--- config.mk ---
export PLATFORM = sky130hd
export DESIGN_NAME = display_scan_ctrl
export DESIGN_NICKNAME = d
export VERILOG_FILES = /design/src/rtl/display_scan_ctrl.sv
export SDC_FILE = /design/constraint.sdc
export NUM_CORES = 1
export LEC_CHECK = 0
export ABC_AREA = 1
export CORE_ASPECT_RATIO = 1.25
export CORE_MARGIN = 1.5
export CORE_UTILIZATION = 52
export DETAILED_ROUTE_END_ITERATION = 8
export PLACE_DENSITY_LB_ADDON = 0.25
export SLEW_MARGIN = 20
export SYNTH_ARGS = -nofsm -noshare
export SYNTH_HDL_FRONTEND = slang
export SYNTH_SLANG_ARGS = --single-unit
--- constraint.sdc ---
create_clock -name clk -period 3.3 [get_ports clk]
set_input_delay 0.33 -clock clk [delete_from_list [all_inputs] [get_ports clk]]
set_output_delay 0.33 -clock clk [all_outputs]
set_load 0.005 [all_outputs]
--- src/rtl/display_scan_ctrl.sv ---
`default_nettype none
// ============================================================================
// Module   : display_scan_ctrl
// Purpose  : 8-digit seven-segment scan controller with double-buffered,
//            frame-aligned updates and leading-zero blanking.
// Revision : 1.0 - initial release
// ============================================================================
module display_scan_ctrl #(
    parameter int REFRESH_DIV = 100000,
    parameter int N_DIGITS    = 8
) (
    input  logic        clk,
    input  logic        reset,
    input  logic [31:0] value,
    input  logic        mode_bcd,
    input  logic        blank_lz,
    input  logic        load,
    output logic [7:0]  AN,
    output logic [3:0]  dig_nibble,
    output logic        dec_trigger,
    output logic        frame_done,
    output logic        load_pending
);

    localparam int              c_PW   = $clog2(REFRESH_DIV);
    localparam logic [c_PW-1:0] c_PMAX = c_PW'(REFRESH_DIV - 1);
    localparam logic [2:0]      c_LAST = 3'(N_DIGITS - 1);

    logic [c_PW-1:0] r_pcnt;
    logic [2:0]      r_idx;
    logic [31:0]     r_pend_val;
    logic            r_pend_bcd;
    logic            r_pend_lz;
    logic            r_pend_v;
    logic [31:0]     r_act_val;
    logic            r_act_bcd;
    logic            r_act_lz;
    logic [7:0]      r_blank_mask;

    logic            w_tick;
    logic            w_boundary;
    logic [2:0]      w_idx_nxt;
    logic [31:0]     w_nxt_val;
    logic            w_nxt_bcd;
    logic            w_nxt_lz;
    logic [7:0]      w_nxt_mask;
    logic [7:0]      w_mask_calc;
    logic            w_seen;
    logic [7:0]      w_an;

    assign w_tick     = (r_pcnt == c_PMAX);
    assign w_boundary = w_tick && (r_idx == c_LAST);
    assign w_idx_nxt  = (r_idx == c_LAST) ? 3'd0 : r_idx + 3'd1;

    // Active-set source at a boundary: same-cycle load bypasses the pending set.
    always_comb begin
        w_nxt_val = r_act_val;
        w_nxt_bcd = r_act_bcd;
        w_nxt_lz  = r_act_lz;
        if (w_boundary) begin
            if (load) begin
                w_nxt_val = value;
                w_nxt_bcd = mode_bcd;
                w_nxt_lz  = blank_lz;
            end else if (r_pend_v) begin
                w_nxt_val = r_pend_val;
                w_nxt_bcd = r_pend_bcd;
                w_nxt_lz  = r_pend_lz;
            end
        end
    end

    // Digits above the highest non-zero nibble are blanked; digit 0 never is.
    always_comb begin
        w_seen      = 1'b0;
        w_mask_calc = 8'h00;
        for (int k = 7; k >= 1; k--) begin
            if (w_nxt_val[4*k +: 4] != 4'd0) begin
                w_seen = 1'b1;
            end
            w_mask_calc[k] = w_nxt_lz & ~w_seen;
        end
    end

    assign w_nxt_mask = w_boundary ? w_mask_calc : r_blank_mask;

    always_comb begin
        w_an = 8'hFF;
        for (int k = 0; k < 8; k++) begin
            if ((k < N_DIGITS) && (3'(k) == w_idx_nxt) && !w_nxt_mask[k]) begin
                w_an[k] = 1'b0;
            end
        end
    end

    always_ff @(posedge clk or posedge reset) begin
        if (reset) begin
            r_pcnt       <= '0;
            r_idx        <= c_LAST;
            r_pend_val   <= 32'd0;
            r_pend_bcd   <= 1'b0;
            r_pend_lz    <= 1'b0;
            r_pend_v     <= 1'b0;
            r_act_val    <= 32'd0;
            r_act_bcd    <= 1'b0;
            r_act_lz     <= 1'b0;
            r_blank_mask <= 8'h00;
            AN           <= 8'hFF;
            dig_nibble   <= 4'd0;
            dec_trigger  <= 1'b0;
            frame_done   <= 1'b0;
        end else begin
            r_pcnt     <= w_tick ? '0 : r_pcnt + 1'b1;
            frame_done <= w_boundary;
            if (w_tick) begin
                r_idx       <= w_idx_nxt;
                AN          <= w_an;
                dig_nibble  <= w_nxt_val[{w_idx_nxt, 2'b00} +: 4];
                dec_trigger <= w_nxt_bcd;
            end
            if (w_boundary) begin
                r_act_val    <= w_nxt_val;
                r_act_bcd    <= w_nxt_bcd;
                r_act_lz     <= w_nxt_lz;
                r_blank_mask <= w_mask_calc;
                r_pend_v     <= 1'b0;
            end else if (load) begin
                r_pend_val <= value;
                r_pend_bcd <= mode_bcd;
                r_pend_lz  <= blank_lz;
                r_pend_v   <= 1'b1;
            end
        end
    end

    assign load_pending = r_pend_v;

endmodule
`default_nettype wire
After elaboration in Yosys (flattened, before gate mapping)
Cells that the tools add are included.

Bitwise operators: 15. Multiplexer cells: 29. Equal/unequal tests: 9. Reduce and logical (&&, ||, !) cells: 27. $add $sub $neg: 2. Shifts and indexed selects: 1.

Operator list (number): $mux W32 (3); $shiftx A32 B6 Y4 (1); $reduce_bool A4 Y1 (7); $mux W1 (23); $add A17 B1 Y17 const B (1); $eq A17 B17 Y1 const B (1); $mux W17 (1); $eq A3 B3 Y1 const A (4); $logic_and A1 B1 Y1 (9); $logic_not A1 Y1 (8); $mux W8 (1); $not A1 Y1 (8); $and A1 B1 Y1 (7); $eq A2 B3 Y1 const A (2); $add A3 B1 Y3 const B (1); $eq A1 B3 Y1 const A (1); $eq A3 B3 Y1 const B (1); $logic_not A3 Y1 (1); $mux W3 (1); $reduce_and A2 Y1 (1); $reduce_bool A2 Y1 (1).

Flip-flop bits (word level): 111. Input port bits: 37. Output and inout bits: 15.

Depth between registers and ports, before layout
Gate-level depths: netlist of the first run.

Depth in word-level cells: 17. Depth in mapped cells: 18. Gate-level depth less buffers: 18.

Least setup slack after synthesis of the first run
No wires, ideal clock.

Kind: reg2reg. Start point: reg r_idx[0]. End point: reg AN[2]. Data required time: 3224 ps. Arrival time: 2155 ps. Library setup time: 76 ps. Cell stages (with the launch flop): 16. Period minus slack after synthesis: 2231 ps. Path slack: 1069 ps. Path through: dfstp_2 ha_1 ha_1 clkbuf_1 nand4_1 buf_2 nand2_1 nand2_1 nand2_1 nor2_1 nand3_2 nor2_2 nand2_1 nand3_1 o21ai_1 inv_1.

Word-level cells in the longest chain between the ends: 16. Elaborated cells on any way between the ends: 25. Classes of those cells: 1 x add/sub; 2 x eq/ne; 11 x mux; 2 x bitwise; 9 x reduce/logical.

Ends and longest elaborated chain: from (decl) (line 30) `logic [2:0] r_idx;`; from (signal assigned) (line 99) `r_idx <= c_LAST;`; from (signal assigned) (line 116) `r_idx <= w_idx_nxt;`; $eq A3 B3 Y1 (line 52, 53); $logic_and A1 B1 Y1 (line 52) `assign w_boundary = w_tick && (r_idx == c_LAST);`; $mux W32 (line 60) `if (w_boundary) begin`; $reduce_bool A4 Y1 (line 78) `if (w_nxt_val[4*k +: 4] != 4'd0) begin`; $mux W1 (6 in a row) (line 78); $not A1 Y1 (line 81) `w_mask_calc[k] = w_nxt_lz & ~w_seen;`; $and A1 B1 Y1 (line 81); $mux W8; $logic_not A1 Y1 (line 90) `if ((k < N_DIGITS) && (3'(k) == w_idx_nxt) && !w_nxt_mask[k]) begin`; $logic_and A1 B1 Y1 (*) (line 90); $mux W1 (*) (line 90); to (signal assigned) (line 117) `AN <= w_an;`; to (decl) (line 18) `output logic [7:0] AN,`.

Mark *: on every way between the ends. The rest lies on a longest branch, timed or not. A chain may end at the register's enable or synchronous reset.

Worst setup path in the final report of the first run
Start point: reg r_idx[0]. End point: reg AN[1].

Word-level cells in the longest chain between the ends: 17. Elaborated cells on any way between the ends: 27. Classes of those cells: 1 x add/sub; 2 x eq/ne; 12 x mux; 2 x bitwise; 10 x reduce/logical.

Ends and longest elaborated chain (line): $eq A3 B3 Y1 (52, 53); $logic_and A1 B1 Y1 (52); $mux W32 (60); $reduce_bool A4 Y1 (78); $mux W1 (7 in a row) (78); $not A1 Y1 (81); $and A1 B1 Y1 (81); $mux W8; $logic_not A1 Y1 (90); $logic_and A1 B1 Y1 (*) (90); $mux W1 (*) (90).

Marked as above.

==> metrics.md, run 1 <==
| Metric | Value |
|---|---|
| Mapped Nets | `700` |
| First-pass GRT wire length | `21800 µm` |
| Layout Cells excl Fill | `840` |
| Syn Inst Count | `656` |
| Fmax | `342 MHz` |
| Flop pwr share | `approximately half` |
| Nets | `between 700 and 800` |
| Unrepaired setup endpoints after global routing | `no` |
| Detailed Routing Iterations Pass 1 | `5` |
| Global-route usage over all layers | `25.1%` |
| Seq cells post-synth | `110` |
| Postcts setup bufs | `0` |
| Top cell family by delay on the critical path | `simple AND/OR/NAND/NOR gates` |
| Synth Area in Compound Gates | `a little under a tenth` |
| Post-route DRC | `0` |
| Clock power share | `40.5%` |
| Hold crit path type | `primary input to async pin` |
| DR iter-0 viols | `between 300 and 400` |
| Die H | `about 120 µm` |
| Final Hold Fails | `0` |
| Crit path max fanout | `13` |
| Post-synth EDFFs | `0` |
| Final Cycle Share | `88.5%` |
| Yosys top cell by area | `dfrtp_1` |
| Area growth from synthesis to layout | `17.4%` |
| Fill cell count | `869` |
| Starting Density | `54.1%` |
| Routability cong. | `0.903` |
| Layout cells sized above 1 | `13.9%` |
| CTS max path bufs | `2` |
| Post-Syn Area | `5520 µm²` |
| VDD IR max | `285 µV` |
| Synth async-reset ratio | `100%` |
| Top-count cell post-synth | `nand2_1` |
| Cell breakdown of the critical path | `ha_1 -> ha_1 -> nand4_1 -> nand2_1 -> nand2_1 -> nor2_1 -> nand2_1 -> nor2_2 -> nand3_2 -> nor2_2 -> nand3_1 -> nand3_1 -> nand2_1 -> inv_1` |
| Period minus WS final | `slightly below 3 ns` |
| Initial antenna violation count | `0` |
| Clock sink total | `110` |
| Pint | `2.11 mW` |
| Adder-Cell Fraction of Synth Area | `~1.6%` |
| Critical Path Stages | `14` |
| Netlist cell types | `41` |
| Final Core Density | `63.5%` |
| WS Path Type | `flip-flop to flip-flop` |
| Yosys warns | `0` |
| Mean area per synthesized cell | `8.41 µm²` |
| Core footprint | `10200 µm²` |
| Die width | `95.1 µm` |
| Setup TNS Final | `0 ns` |
| DPL Wire Length | `9380 µm` |
| Sw Share | `a little under a quarter` |
| CP required | `between 3 and 4 ns` |
| Switching pwr | `649 µW` |
| Total die area | `11200 µm²` |
| Clk slew on worst S/H paths | `0.07 ns` |
| Worst slew pin tran | `0.712 ns` |
| Worst skew pair latency | `0.36 ns` |
| Post-synthesis mux area share | `6.92%` |
| N_diodes | `0` |
| Root Buffer Master | `clkbuf_16` |
| Port bufs | `51` |
| Synth top area cells | `dfrtp_1 (45%), nand2_1 (12%), mux2_2 (6.7%)` |
| Cts hold-fix bufs | `0` |
| FP Rows | `41` |
| Number of nets with antenna violations after routing | `0` |
| Power per cell area | `426 nW/µm²` |
| Setup crit end kind | `flip-flop` |
| Most frequent cells after synthesis | `nand2_1 (182), dfrtp_1 (99), inv_1 (94), nor2_1 (51), o22ai_1 (34)` |
| Post-Synth XOR/XNOR Area | `less than 1%` |
| Setup violations, final | `0` |
| R2R cell count | `14` |
| Clock skew | `around 0.0066 ns` |
| Gate power share | `approximately 8%` |
| TritonCTS clock tree | `built` |
| Top cell type's share of synthesized area | `44.9%` |
| Largest net degree at the start of global routing | `39` |
| Io pins | `52` |
| CTS H-Tree Depth | `3` |
| Dominant synthesized flop cell | `dfrtp_1` |
| Largest family of logic cells by synthesized area | `simple AND/OR/NAND/NOR gates` |
| Max-cap violations | `0` |
| Post-Route WL | `12600 µm` |
| Avg Vias per Cell | `5.36` |
| Crit path buf inv count | `1` |
| Post-Synth Simple-Gate Area | `between 20% and 30%` |
| Max stage delay cell, worst path | `dfstp_2` |
| Leakage | `roughly 3 nW` |
| Vias in the first global route | `4546` |
| PostCTS Resize Cnt | `0` |
| Avg WL per Cell | `15.0 µm` |
| Total CTS buffers | `9` |
| Critical Path AT | `3.22 ns` |
| CP Launch Type | `flip-flop` |
| Status | `complete, no violations` |
| Critical Path Max Stage Delay | `0.56 ns` |
| Vias | `4502` |
| Slew margin rel. | `52.4%` |
| Final-report max-slew violation count | `0` |
| Most frequent CP cell | `nand2_1` |
| Sequential share of the synthesized area | `50.1%` |
| Post-Place Cells | `approximately 800` |
| Global route overflow | `0` |
final timing paths:
kind / to / startpoint / slack, ns
setup reg to reg: AN[1] / r_idx[0] / 0.38
hold / removal: r_pcnt[2] / reset / 0.34
setup / recovery: AN[1] / r_idx[0] / 0.38
min in group clk: r_pcnt[0] / r_pcnt[0] / 0.46
hold reg to reg: r_pcnt[0] / r_pcnt[0] / 0.46
max in group asynchronous: r_idx[1] / reset / 2.15
cell type report:
cell class              count  area [µm²]  share of cell area [%]
well taps                 129         161                    2.49
inverters                 100         379                    5.85
clock inverters             7        80.1                    1.24
repair buffers             61         598                    9.23
multi-input cells         424        2270                    35.0
flip-flops and latches    110        2770                    42.7
clock buffers               9         225                    3.48
routing by layer:
layer  track usage, %  vias up  wire, µm
met5                0        -         0
met4             12.9        0       435
met3             3.02       37       450
met2             42.3      115      6520
met1             30.9     2153      5230
li1                 -     2197         -
power groups by stage:
stage | sequential (mW) | clock [mW] | combinational (mW)
after floorplan | 1.44 | 0 | 0.136
after CTS | 1.42 | 1.13 | 0.225
final | 1.42 | 1.12 | 0.221
after global routing | 1.43 | 1.18 | 0.248
after global placement | 1.44 | 0 | 0.220
after detailed placement | 1.45 | 0 | 0.223
sequential cells by signal (all words and copies together) (netlist names):
signal and flops:
AN 8, dec_trigger 1, dig_nibble 4, frame_done 1, load_pending 1, r_act_bcd 1, r_act_lz 1, r_act_val 32
r_blank_mask 7, r_idx 3, r_pcnt 17, r_pend_bcd 1, r_pend_lz 1, r_pend_val 32
cells in the final DEF, fill, tap and decap left out, types with 2 or more instances in the layout:
cell type        netlist  layout
clkdlybuf4s50_1        0      51
nand4_1               13      13
nand3_4                2       2
clkinvlp_4             0       4
dfrtp_1               99      99
buf_4                  2       9
a22oi_1                2       2
a21oi_1                8       8
dfstp_2               11      11
nor3_1                 4       4
inv_1                 94      93
o21ai_1                4       4
nor2_1                51      51
inv_2                  4       4
nor2_4                 3       3
o211ai_1               3       3
nand3_1               18      18
ha_1                   7       7
xor2_1                 2       2
o22ai_1               34      34
o21ai_0               31      31
or2_2                  9       9
mux2_2                33      33
nand3_2                2       2
clkbuf_16              0       9
nand2_1              182     182
nor2_2                 5       5
metrics by stage:
stage | worst slack, ns | instance area, µm² | power (mW) | hold WS (ns)
6_report | 0.379 | 6480 | 2.76 | 0.343
5_1_grt | 0.0894 | 6480 | 2.86 | 0.405
4_1_cts | 0.398 | 6480 | 2.77 | 0.365
3_5_place_dp | 0.431 | 6170 | 1.67 | 0.457
3_3_place_gp | 0.567 | 6170 | 1.66 | 0.448
2_1_floorplan | 0.0859 | 5520 | 1.58 | 0.433
logic make-up (layout without fill, tap and decap cells):
family | count (synthesis) | count (layout)
multiplexers | 34 | 34
adder cells (fa/ha/maj) | 7 | 7
XOR/XNOR | 2 | 2
AO/OA/AOI/OAI | 87 | 87
AND/OR/NAND/NOR | 294 | 294
buffers and inverters | 122 | 177
flip-flops | 110 | 110
Power figures use the tool's default switching activity.
==> run 2, diff against run 1 <==
--- a/config.mk
+++ b/config.mk
@@ -8,8 +8,9 @@
 export ABC_AREA = 1
 export CORE_ASPECT_RATIO = 1.25
 export CORE_MARGIN = 1.5
-export CORE_UTILIZATION = 52
+export CORE_UTILIZATION = 57
 export DETAILED_ROUTE_END_ITERATION = 8
+export DONT_BUFFER_PORTS = 1
 export PLACE_DENSITY_LB_ADDON = 0.25
 export SLEW_MARGIN = 20
 export SYNTH_ARGS = -nofsm -noshare
==> constraint.sdc (replaced) <==
create_clock -name clk -period 2.6 [get_ports clk]
set_input_delay 0.26 -clock clk [delete_from_list [all_inputs] [get_ports clk]]
set_output_delay 0.26 -clock clk [all_outputs]
set_load 0.005 [all_outputs]
==> run 2 against run 1 <==
Compared with the run above: cell count shrank 5.1%; sequential share of layout area is 2.2 points higher; fmax rose by 21%; critical path type unchanged; highest routed layer unchanged.
==> metrics.md, run 2 (same netlist as run 1, synthesis figures left out) <==
| Metric | Value |
|---|---|
| Final Cycle Share | `92.7% (+4.2 points)` |
| Vias in the first global route | `4564 (+0.40%)` |
| Clock sink total | `110 (unchanged)` |
| Pwr Total | `3.43 mW (+24%)` |
| Starting Density | `59.5% (+5.5 points)` |
| Root Buffer Master | `clkbuf_16` |
| Post-route DRC | `0 (unchanged)` |
| Hold crit path type | `primary input to flip-flop` |
| Fill cell count | `780 (-10%)` |
| CTS max path bufs | `2 (unchanged)` |
| CP Launch Type | `flip-flop` |
| Status | `complete, no violations` |
| TritonCTS clock tree | `built` |
| DR iter-0 viols | `325 (+5.9%)` |
| Number of nets with antenna violations after routing | `0 (unchanged)` |
| Die H | `113 µm (-4.4%)` |
| FP Rows | `39 (-4.9%)` |
| Global route overflow | `0 (unchanged)` |
| VDD IR max | `404 µV (+42%)` |
| Leakage | `2.98 nW (-3.4%)` |
| Setup violations, final | `0 (unchanged)` |
| Largest regs | `r_act_val x32, r_pend_val x32, r_pcnt x17` |
| Vias | `4388 (-2.5%)` |
| Clock power share | `40.9% (+0.4 points)` |
| Area growth from synthesis to layout | `11.7%` |
| Total CTS buffers | `9 (unchanged)` |
| Clk slew on worst S/H paths | `0.07 ns (about the same)` |
| Worst skew pair latency | `0.35 ns (about the same)` |
| Slew margin rel. | `57.7% (+5.3 points)` |
| Clock skew | `0.00755 ns (+0.000935 ns)` |
| Pint | `2.64 mW (+25%)` |
| Port bufs | `0 (-100%)` |
| Detailed Routing Iterations Pass 1 | `5 (unchanged)` |
| Avg WL per Cell | `15.8 µm (+4.8%)` |
| Global-route usage over all layers | `26.0% (+0.87 points)` |
| Layout cells sized above 1 | `18.1% (+4.2 points)` |
| CTS H-Tree Depth | `3 (unchanged)` |
| N_diodes | `0 (unchanged)` |
| Nets | `713 (-4.9%)` |
| Critical Path AT | `2.69 ns (-0.53 ns)` |
| Initial antenna violation count | `0 (unchanged)` |
| WS Path Type | `flip-flop to flip-flop` |
| Avg Vias per Cell | `5.51 (+2.7%)` |
| Flop pwr share | `52.6% (+1.1 points)` |
| Final-report max-slew violation count | `0 (unchanged)` |
| Period minus WS final | `2.41 ns (-0.510 ns)` |
| Power per cell area | `557 nW/µm² (+31%)` |
| Commonest non-fill, non-tap cells in the layout | `nand2_1 (179), dfrtp_1 (99), inv_1 (92), nor2_1 (48), o22ai_1 (34)` |
| Crit path max fanout | `10 (-3)` |
| Fmax | `415 MHz (+21%)` |
| Max-cap violations | `0 (unchanged)` |
| Io pins | `52 (unchanged)` |
| Die width | `91 µm (-4.3%)` |
| DPL Wire Length | `9050 µm (-3.5%)` |
| Sw Share | `23.1% (-0.48 points)` |
| Total die area | `10300 µm² (-8.5%)` |
| Post-Place Cells | `772 (-6.3%)` |
| Setup crit end kind | `flip-flop` |
| Commonest non-fill, non-tap cell in the layout | `nand2_1` |
| Core footprint | `9270 µm² (-9.2%)` |
| Routability cong. | `0.903 (about the same)` |
| Largest net degree at the start of global routing | `111 (+180%)` |
| Final Core Density | `66.5% (+3.0 points)` |
| Reg2reg setup slack | `0.19 ns (-0.19 ns)` |
| Final Hold Fails | `0 (unchanged)` |
| Switching pwr | `791 µW (+22%)` |
| Worst slew pin tran | `0.634 ns (-0.0775 ns)` |
| Post-Route WL | `12600 µm (-0.58%)` |
| CP required | `2.88 ns (-0.72 ns)` |
| Gate power share | `6.5% (-1.5 points)` |
| Layout Cells excl Fill | `797 (-5.1%)` |
| First-pass GRT wire length | `21100 µm (-3.5%)` |
run 2: cell count changes in the layout (fill, tap and decap cells not counted), sizes merged:
cell           previous run  this run
buf                      10        22
clkdlybuf4s50            51         0
clkinv                    2         3
dlygate4sd3               0         1
run 2: cell type report:
type | count | area, µm² | share of cell area [%]
inverter | 100 | 388 | 6.30
clock inverter | 7 | 80.1 | 1.30
multi-input combinational | 424 | 2310 | 37.6
clock buffer | 9 | 225 | 3.66
tap | 123 | 154 | 2.50
timing repair inverter | 1 | 5.00 | 0.0812
timing repair buffer | 23 | 229 | 3.72
sequential | 110 | 2770 | 44.9
run 2: worst paths after layout:
check | cells after the start | from | endpoint
max | 15 | r_pcnt[0] | dig_nibble[1]
min | 1 | value[5] | r_pend_val[5]
max reg2reg | 15 | r_pcnt[0] | dig_nibble[1]
min reg2reg | 1 | r_pcnt[0] | r_pcnt[0]
max in group asynchronous | 3 | reset | r_pcnt[0]
min in group asynchronous | 3 | reset | r_pcnt[6]
run 2: power groups by stage:
stage	Combinational [mW]	Clock (mW)	Sequential, mW
after CTS	0.224	1.42	1.80
final	0.224	1.40	1.80
after global placement	0.217	0	1.83
after global routing	0.251	1.49	1.81
after floorplan	0.173	0	1.83
after detailed placement	0.221	0	1.84
run 2: through the flow:
stage                     hold WS, ns  setup TNS (ns)  area, µm²  setup WS (ns)
final                          0.0564               0       6160          0.189
after CTS                      0.0520               0       6050         0.0604
after global routing           0.0435       -0.000568       6160      -0.000568
after detailed placement        0.353               0       5730         0.0235
after floorplan                 0.411               0       5520          0.369
after global placement          0.350               0       5730         0.0726
run 2: critical path, stage by stage (launching register included):
cell     delay (ns)
dfrtp_1        0.37
ha_1           0.19
nand2_2        0.09
nor2_4         0.17
nand2_1        0.11
nor2_4         0.16
buf_4          0.15
nand4_1        0.17
buf_6          0.22
nand2_1        0.05
nand2_1        0.06
inv_1          0.08
o21ai_0        0.08
o22ai_1        0.25
nand2_1        0.10
nand3_1        0.08
run 2: per-layer routing:
layer  GRT usage [%]  part of all wire, %  wire, µm
met4            8.54                  2.2       281
met5               0                    0         0
met3            5.44                  5.3       668
met1            30.6                   40      5040
met2            46.9                   52      6580
run 2: repair_timing:
item	in CTS	in global routing
setup buffers	0	7
endpoints found under the setup margin	1	8
hold buffers	1	0
resized for setup	1	15
gates cloned	0	1
endpoints found under the hold margin	75	0
pin swaps	0	8
